## config.mk

```make
export PLATFORM = sky130hd
export DESIGN_NAME = pzbcm_elastic_slicer
export DESIGN_NICKNAME = d
export VERILOG_FILES = /design/src/rtl/pzbcm_slicer_pkg.sv /design/src/rtl/pzbcm_elastic_slicer_unit.sv /design/src/rtl/pzbcm_elastic_slicer.sv
export SDC_FILE = /design/constraint.sdc
export NUM_CORES = 1
export LEC_CHECK = 0
export CAP_MARGIN = 20
export CORE_MARGIN = 2
export CORE_UTILIZATION = 51
export DETAILED_ROUTE_END_ITERATION = 8
export MAX_ROUTING_LAYER = met4
export PLACE_DENSITY = 0.9
export REMOVE_ABC_BUFFERS = 1
export SYNTH_ARGS = -nofsm -noshare
export SYNTH_HDL_FRONTEND = slang
export SYNTH_HIERARCHICAL = 1
export SYNTH_SLANG_ARGS = --single-unit
```

## constraint.sdc

```tcl
create_clock -name i_clk -period 6.7 [get_ports i_clk]
set_input_delay 1.34 -clock i_clk [delete_from_list [all_inputs] [get_ports i_clk]]
set_output_delay 1.34 -clock i_clk [all_outputs]
set_load 0.02 [all_outputs]
```

## src/rtl/pzbcm_slicer_pkg.sv

```systemverilog
`default_nettype none
// ============================================================================
//  Module      : pzbcm_slicer_pkg
//  Description : Shared stage-mode type and sizing helpers for the elastic
//                slicer and its stage unit.
//  Revision    : 1.0 - initial release
// ============================================================================
package pzbcm_slicer_pkg;

    typedef enum logic {
        HALF = 1'b0,
        FULL = 1'b1
    } slicer_mode_e;

    function automatic int calc_entries(input int stages, input int full_bandwidth);
        return stages * ((full_bandwidth != 0) ? 2 : 1);
    endfunction

    // Clamped to one bit so the count port stays legal in pass-through mode.
    function automatic int calc_count_width(input int entries);
        int w;
        w = $clog2(entries + 1);
        return (w < 1) ? 1 : w;
    endfunction

endpackage : pzbcm_slicer_pkg
`default_nettype wire

```

## src/rtl/pzbcm_elastic_slicer_unit.sv

```systemverilog
`default_nettype none
// ============================================================================
//  Module      : pzbcm_elastic_slicer_unit
//  Description : One valid/ready register stage: a 2-entry skid buffer in
//                full-bandwidth mode or a 1-entry half-bandwidth register.
//  Revision    : 1.0 - initial release
// ============================================================================
module pzbcm_elastic_slicer_unit
    import pzbcm_slicer_pkg::*;
#(
    parameter int WIDTH          = 32,
    parameter int FULL_BANDWIDTH = 1,
    parameter int DISABLE_MBFF   = 0
)(
    input  logic             i_clk,
    input  logic             i_rst_n,
    input  logic             i_clear,
    input  logic             i_valid,
    output logic             o_ready,
    input  logic [WIDTH-1:0] i_data,
    output logic             o_valid,
    input  logic             i_ready,
    output logic [WIDTH-1:0] o_data,
    output logic [1:0]       o_count
);

    localparam slicer_mode_e c_MODE      = (FULL_BANDWIDTH != 0) ? FULL : HALF;
    localparam int           c_DEPTH     = (c_MODE == FULL) ? 2 : 1;
    localparam logic [1:0]   c_DEPTH_CNT = 2'(c_DEPTH);

    logic [1:0]         r_count;
    logic [1:0]         w_count_next;
    logic               w_push;
    logic               w_pop;
    logic [c_DEPTH-1:0] w_wen;
    logic [WIDTH-1:0]   w_wdata [c_DEPTH];
    logic [WIDTH-1:0]   w_entry [c_DEPTH];

    // Ready depends only on the count register (plus the flush), never on i_ready.
    assign o_valid = (r_count != 2'd0);
    assign o_ready = (r_count != c_DEPTH_CNT) && !i_clear;
    assign w_push  = i_valid && o_ready;
    assign w_pop   = o_valid && i_ready;
    assign o_data  = w_entry[0];
    assign o_count = r_count;

    always_comb begin
        w_count_next = r_count;
        if (i_clear) begin
            w_count_next = 2'd0;
        end else begin
            case ({w_push, w_pop})
                2'b10:   w_count_next = r_count + 2'd1;
                2'b01:   w_count_next = r_count - 2'd1;
                default: w_count_next = r_count;
            endcase
        end
    end

    always_ff @(posedge i_clk or negedge i_rst_n) begin
        if (!i_rst_n) begin
            r_count <= 2'd0;
        end else begin
            r_count <= w_count_next;
        end
    end

    generate
        if (c_MODE == FULL) begin : g_full
            // Entry 0 is the head; entry 1 only fills while the head is stalled.
            always_comb begin
                w_wen      = '0;
                w_wdata[0] = i_data;
                w_wdata[1] = i_data;
                if (w_pop && (r_count == 2'd2)) begin
                    w_wen[0]   = 1'b1;
                    w_wdata[0] = w_entry[1];
                end else if (w_push && ((r_count == 2'd0) || w_pop)) begin
                    w_wen[0] = 1'b1;
                end
                if (w_push && !w_pop && (r_count == 2'd1)) begin
                    w_wen[1] = 1'b1;
                end
            end
        end else begin : g_half
            assign w_wen[0]   = w_push;
            assign w_wdata[0] = i_data;
        end

        for (genvar e = 0; e < c_DEPTH; e++) begin : g_entry
            if (DISABLE_MBFF != 0) begin : g_bitwise
                logic [WIDTH-1:0] w_bits;
                for (genvar b = 0; b < WIDTH; b++) begin : g_bit
                    logic r_bit;
                    always_ff @(posedge i_clk) begin
                        if (w_wen[e]) begin
                            r_bit <= w_wdata[e][b];
                        end
                    end
                    assign w_bits[b] = r_bit;
                end
                assign w_entry[e] = w_bits;
            end else begin : g_vector
                logic [WIDTH-1:0] r_word;
                always_ff @(posedge i_clk) begin
                    if (w_wen[e]) begin
                        r_word <= w_wdata[e];
                    end
                end
                assign w_entry[e] = r_word;
            end
        end
    endgenerate

endmodule : pzbcm_elastic_slicer_unit
`default_nettype wire

```

## src/rtl/pzbcm_elastic_slicer.sv

```systemverilog
`default_nettype none
// ============================================================================
//  Module      : pzbcm_elastic_slicer
//  Description : Cascade of STAGES valid/ready slicer stages with occupancy
//                count and per-stage valid flags; STAGES=0 is a wire.
//  Revision    : 1.0 - initial release
// ============================================================================
module pzbcm_elastic_slicer
    import pzbcm_slicer_pkg::*;
#(
    parameter int  WIDTH           = 32,
    parameter int  STAGES          = 1,
    parameter int  FULL_BANDWIDTH  = 1,
    parameter int  ASCENDING_ORDER = 1,
    parameter int  DISABLE_MBFF    = 0,
    localparam int ENTRIES         = calc_entries(STAGES, FULL_BANDWIDTH),
    localparam int COUNT_WIDTH     = calc_count_width(ENTRIES),
    localparam int STAGE_FLAGS     = (STAGES > 0) ? STAGES : 1
)(
    input  logic                   i_clk,
    input  logic                   i_rst_n,
    input  logic                   i_clear,
    input  logic                   i_valid,
    output logic                   o_ready,
    input  logic [WIDTH-1:0]       i_data,
    output logic                   o_valid,
    input  logic                   i_ready,
    output logic [WIDTH-1:0]       o_data,
    output logic [COUNT_WIDTH-1:0] o_count,
    output logic [STAGE_FLAGS-1:0] o_stage_valid
);

    generate
        if (STAGES == 0) begin : g_bypass
            logic w_unused;
            assign w_unused      = ^{i_clk, i_rst_n, i_clear};
            assign o_valid       = i_valid;
            assign o_ready       = i_ready;
            assign o_data        = i_data;
            assign o_count       = '0;
            assign o_stage_valid = '0;
        end else begin : g_pipe
            logic                   w_valid       [STAGES+1];
            logic                   w_ready       [STAGES+1];
            logic [WIDTH-1:0]       w_data        [STAGES+1];
            logic [1:0]             w_stage_count [STAGES];
            logic [COUNT_WIDTH-1:0] w_sum;

            // Link index s feeds stage s; link STAGES is the downstream port.
            assign w_valid[0]      = i_valid;
            assign w_data[0]       = i_data;
            assign o_ready         = w_ready[0];
            assign o_valid         = w_valid[STAGES];
            assign o_data          = w_data[STAGES];
            assign w_ready[STAGES] = i_ready;

            for (genvar s = 0; s < STAGES; s++) begin : g_stage
                pzbcm_elastic_slicer_unit #(
                    .WIDTH          (WIDTH),
                    .FULL_BANDWIDTH (FULL_BANDWIDTH),
                    .DISABLE_MBFF   (DISABLE_MBFF)
                ) u_unit (
                    .i_clk   (i_clk),
                    .i_rst_n (i_rst_n),
                    .i_clear (i_clear),
                    .i_valid (w_valid[s]),
                    .o_ready (w_ready[s]),
                    .i_data  (w_data[s]),
                    .o_valid (w_valid[s+1]),
                    .i_ready (w_ready[s+1]),
                    .o_data  (w_data[s+1]),
                    .o_count (w_stage_count[s])
                );

                assign o_stage_valid[(ASCENDING_ORDER != 0) ? s : (STAGES - 1 - s)] =
                    (w_stage_count[s] != 2'd0);
            end

            always_comb begin
                w_sum = '0;
                for (int s = 0; s < STAGES; s++) begin
                    w_sum = w_sum + COUNT_WIDTH'(w_stage_count[s]);
                end
            end
            assign o_count = w_sum;
        end
    endgenerate

endmodule : pzbcm_elastic_slicer
`default_nettype wire

```

==> flow_metrics.py <==
metrics = {
    "setup_path": {
        "cp.required_ns": 5.36,
        "cpPeakStageDelay_ns": 0.63,
        "path_delay_family": "buffers and inverters",
        "start_kind": "input pin",
        "crit_arrival_ns": 2.58,
        "crit_buf_inv": 2,
        "path_cells": "clkdlybuf4s50_1 > nor2_1 > clkdlybuf4s50_1",
        "endpoint_kind": "output port",
        "worstSetupPathType": "in2out",
        "crit_path_max_fanout": 4,
        "crit_slowest_cell": "clkdlybuf4s50_1",
        "cpMostUsedCell": "clkdlybuf4s50_1",
    },
    "clocking": {
        "worstSkewPairLatency_ns": 0.33,
        "cts_num_sinks": 66,
        "postCtsHoldBufs": 0,
        "post_cts_resized": 0,
        "cts_tree": "built",
        "postCtsSetupRepairBufs": 0,
        "clkSlewWorstSetupHoldPaths_ns": 0.06,
        "max-clock-path-buffers": 2,
        "htreeDepth": 3,
        "clock-root-buffer": "clkbuf_8",
        "cts_buffers": 9,
    },
    "detailed_routing": {
        "drc_errors": 0,
        "routed-via-count": 1375,
        "drtAntennaViolNets": 0,
        "wl_met1_mm": 1.90,
        "top_layer": "met4",
        "drtPass1Iterations": 4,
        "met3_length_um": 284,
        "drt_iter0_drc": 66,
        "met2_wirelength_mm": 2.23,
        "wirelength_mm": 4.49,
        "wl_per_cell_um": 16.0,
        "via_per_inst": 4.91,
    },
    "floorplanning": {
        "initial_core_util_pct": 52.6,
        "die_w_um": 76.6,
        "die_area_um2": 5870,
        "io_pins": 74,
        "dieHeight_um": 76.6,
        "rows": 26,
        "core_um2": 5110,
    },
    "synthesis": {
        "syn_area_um2": 2690,
        "synth.most_common_cell": "edfxtp_1",
        "synth_seq_area_share_pct": 73.3,
        "yosys.area.top_type_share_pct": 71.5,
        "synth.distinct_cells": 19,
        "ys_warn_count": 6,
        "yosys.area.top_type": "edfxtp_1",
        "synth-seq-cells": 66,
        "synth_cells": 125,
        "ys.flop_type": "edfxtp_1",
        "avgSynthCellArea_um2": 21.5,
        "synthTopCellsByArea": "edfxtp_1, mux2_4, buf_12",
        "synth-edff-count": 64,
        "synth_common_cells": "edfxtp_1, mux2_4, nor2_1",
        "async_flop_share_pct": 3.03,
    },
    "timing": {
        "finalCritPeriodShare_pct": 58.5,
        "slew_viol_final": 0,
        "setup_tns_ns": 0,
        "fmax_ghz": 0.255,
        "setup-violations-final": 0,
        "rsz0062_at_grt": "false",
        "fin_worst_skew_ns": 0.0115,
        "tightest_slew_ns": 0.881,
        "hold_violations": 0,
        "period_needed_ns": 3.92,
        "slew_headroom_pct": 41.1,
    },
    "layout": {
        "fin_nets": 246,
        "layout-drive-gt1-share_pct": 22.9,
        "fin_util_pct": 71.7,
        "diodes": 0,
        "syn_to_final_growth_pct": 36.2,
    },
    "global_routing": {
        "grt_usage_pct": 17.1,
        "grt_pass1_wl_mm": 7.12,
        "grt_max_degree": 33,
        "grt_pass1_vias": 1376,
        "antenna_found_initial": 0,
        "grt_overflow": 0,
    },
    "min_path": {
        "worstHoldPathType": "reg2reg",
    },
    "outcome": {
        "run_status": "finished clean",
    },
    "placement": {
        "globalplace.congestion": 0.726,
        "io_buffers": 73,
        "dpl.hpwl_mm": 3.08,
    },
    "pwr": {
        "power.density_nw_per_um2": 337,
        "p_leak_uw": 0.00140,
        "ir_worst_vdd_v": 0.000187,
        "total_power_uw": 1230,
    },
    "flow_run": {
        "cap_violations": 0,
    },
}
final timing paths:
check / startpoint / end / slack (ns) / cells after the start
max in group asynchronous: i_rst_n / g_pipe.g_stage[0].u_unit/o_count[0]$_DFFE_PN0P_ / 5.41 / 1
min reg2reg: register / g_pipe.g_stage[0].u_unit/o_data[8]$_DFFE_PP_ / 0.54 / 1
min in group asynchronous: i_rst_n / g_pipe.g_stage[0].u_unit/o_count[1]$_DFFE_PN0P_ / 1.18 / 1
min: register / g_pipe.g_stage[0].u_unit/o_data[8]$_DFFE_PP_ / 0.54 / 1
max reg2reg: g_pipe.g_stage[0].u_unit/o_count[0]$_DFFE_PN0P_ / g_pipe.g_stage[0].u_unit/o_data[27]$_DFFE_PP_ / 4.41 / 5
max: i_clear / o_ready / 2.78 / 3
routing by layer:
layer	up-vias	GRT usage, %
met5	-	-
met4	0	8.36
met3	9	6.87
met2	58	26.9
met1	664	18.9
li1	644	-
registers in the layout, indices dropped and copies added, names as in the netlist:
name and cells:
g_pipe.g_stage.u_unit/g_entry.g_vector.r_word 32, g_pipe.g_stage.u_unit/o_data 32, g_pipe.g_stage.u_unit/o_count 2
worst reg2reg max path: cells and delay by family (launching register included):
family                   cells  cell delay, ns
adder cells (fa/ha/maj)      1            0.28
AO/OA/AOI/OAI                1            0.16
AND/OR/NAND/NOR              2            0.98
buffers and inverters        1            0.08
flip-flops                   1            0.41
power by group:
| group | internal [uW] | switching (uW) |
|---|---|---|
| combinational | 169 | 175 |
| sequential | 530 | 18.8 |
| clock | 207 | 135 |
final cells by class:
type,instances,area (um^2)
fill,351,1450
multi-input combinational,52,657
clock inverter,3,65.1
tap,70,87.6
clock buffer,12,135
sequential,66,1970
timing repair buffer,73,731
inverter,4,15.0
layout by cell type (no fill, tap or decap), types with 2 or more instances in the layout:
cell / instances
dfrtp_1: 2
clkbuf_8: 9
clkbuf_1: 3
edfxtp_1: 64
a211oi_1: 2
nor2_1: 3
nor2_4: 2
mux2_2: 2
inv_1: 4
mux2_4: 30
clkdlybuf4s50_1: 73
ha_1: 3
bufinv_16: 2
per-stage QoR:
step | hold WS, ns | setup WS, ns | area [um^2] | std cells
4_1_cts | 0.547 | 2.78 | 3660 | 280
5_1_grt | 0.560 | 2.71 | 3660 | 280
3_3_place_gp | 0.529 | 2.81 | 3460 | 265
6_report | 0.544 | 2.78 | 3660 | 280
2_1_floorplan | 0.525 | 3.12 | 2630 | 122
3_5_place_dp | 0.533 | 2.78 | 3460 | 265
kinds of logic (layout without fill, tap and decap cells):
| group | after synthesis | after routing | synth area share [%] |
|---|---|---|---|
| fa+ha+maj | 3 | 3 | 1.40 |
| xor+xnor | 1 | 1 | 0.838 |
| simple gates | 12 | 12 | 2.84 |
| flops | 66 | 66 | 73.3 |
| buf+inv | 7 | 92 | 2.79 |
| mux | 33 | 33 | 18.0 |
| compound gates | 3 | 3 | 0.838 |
(Power assumes the default switching activity.)
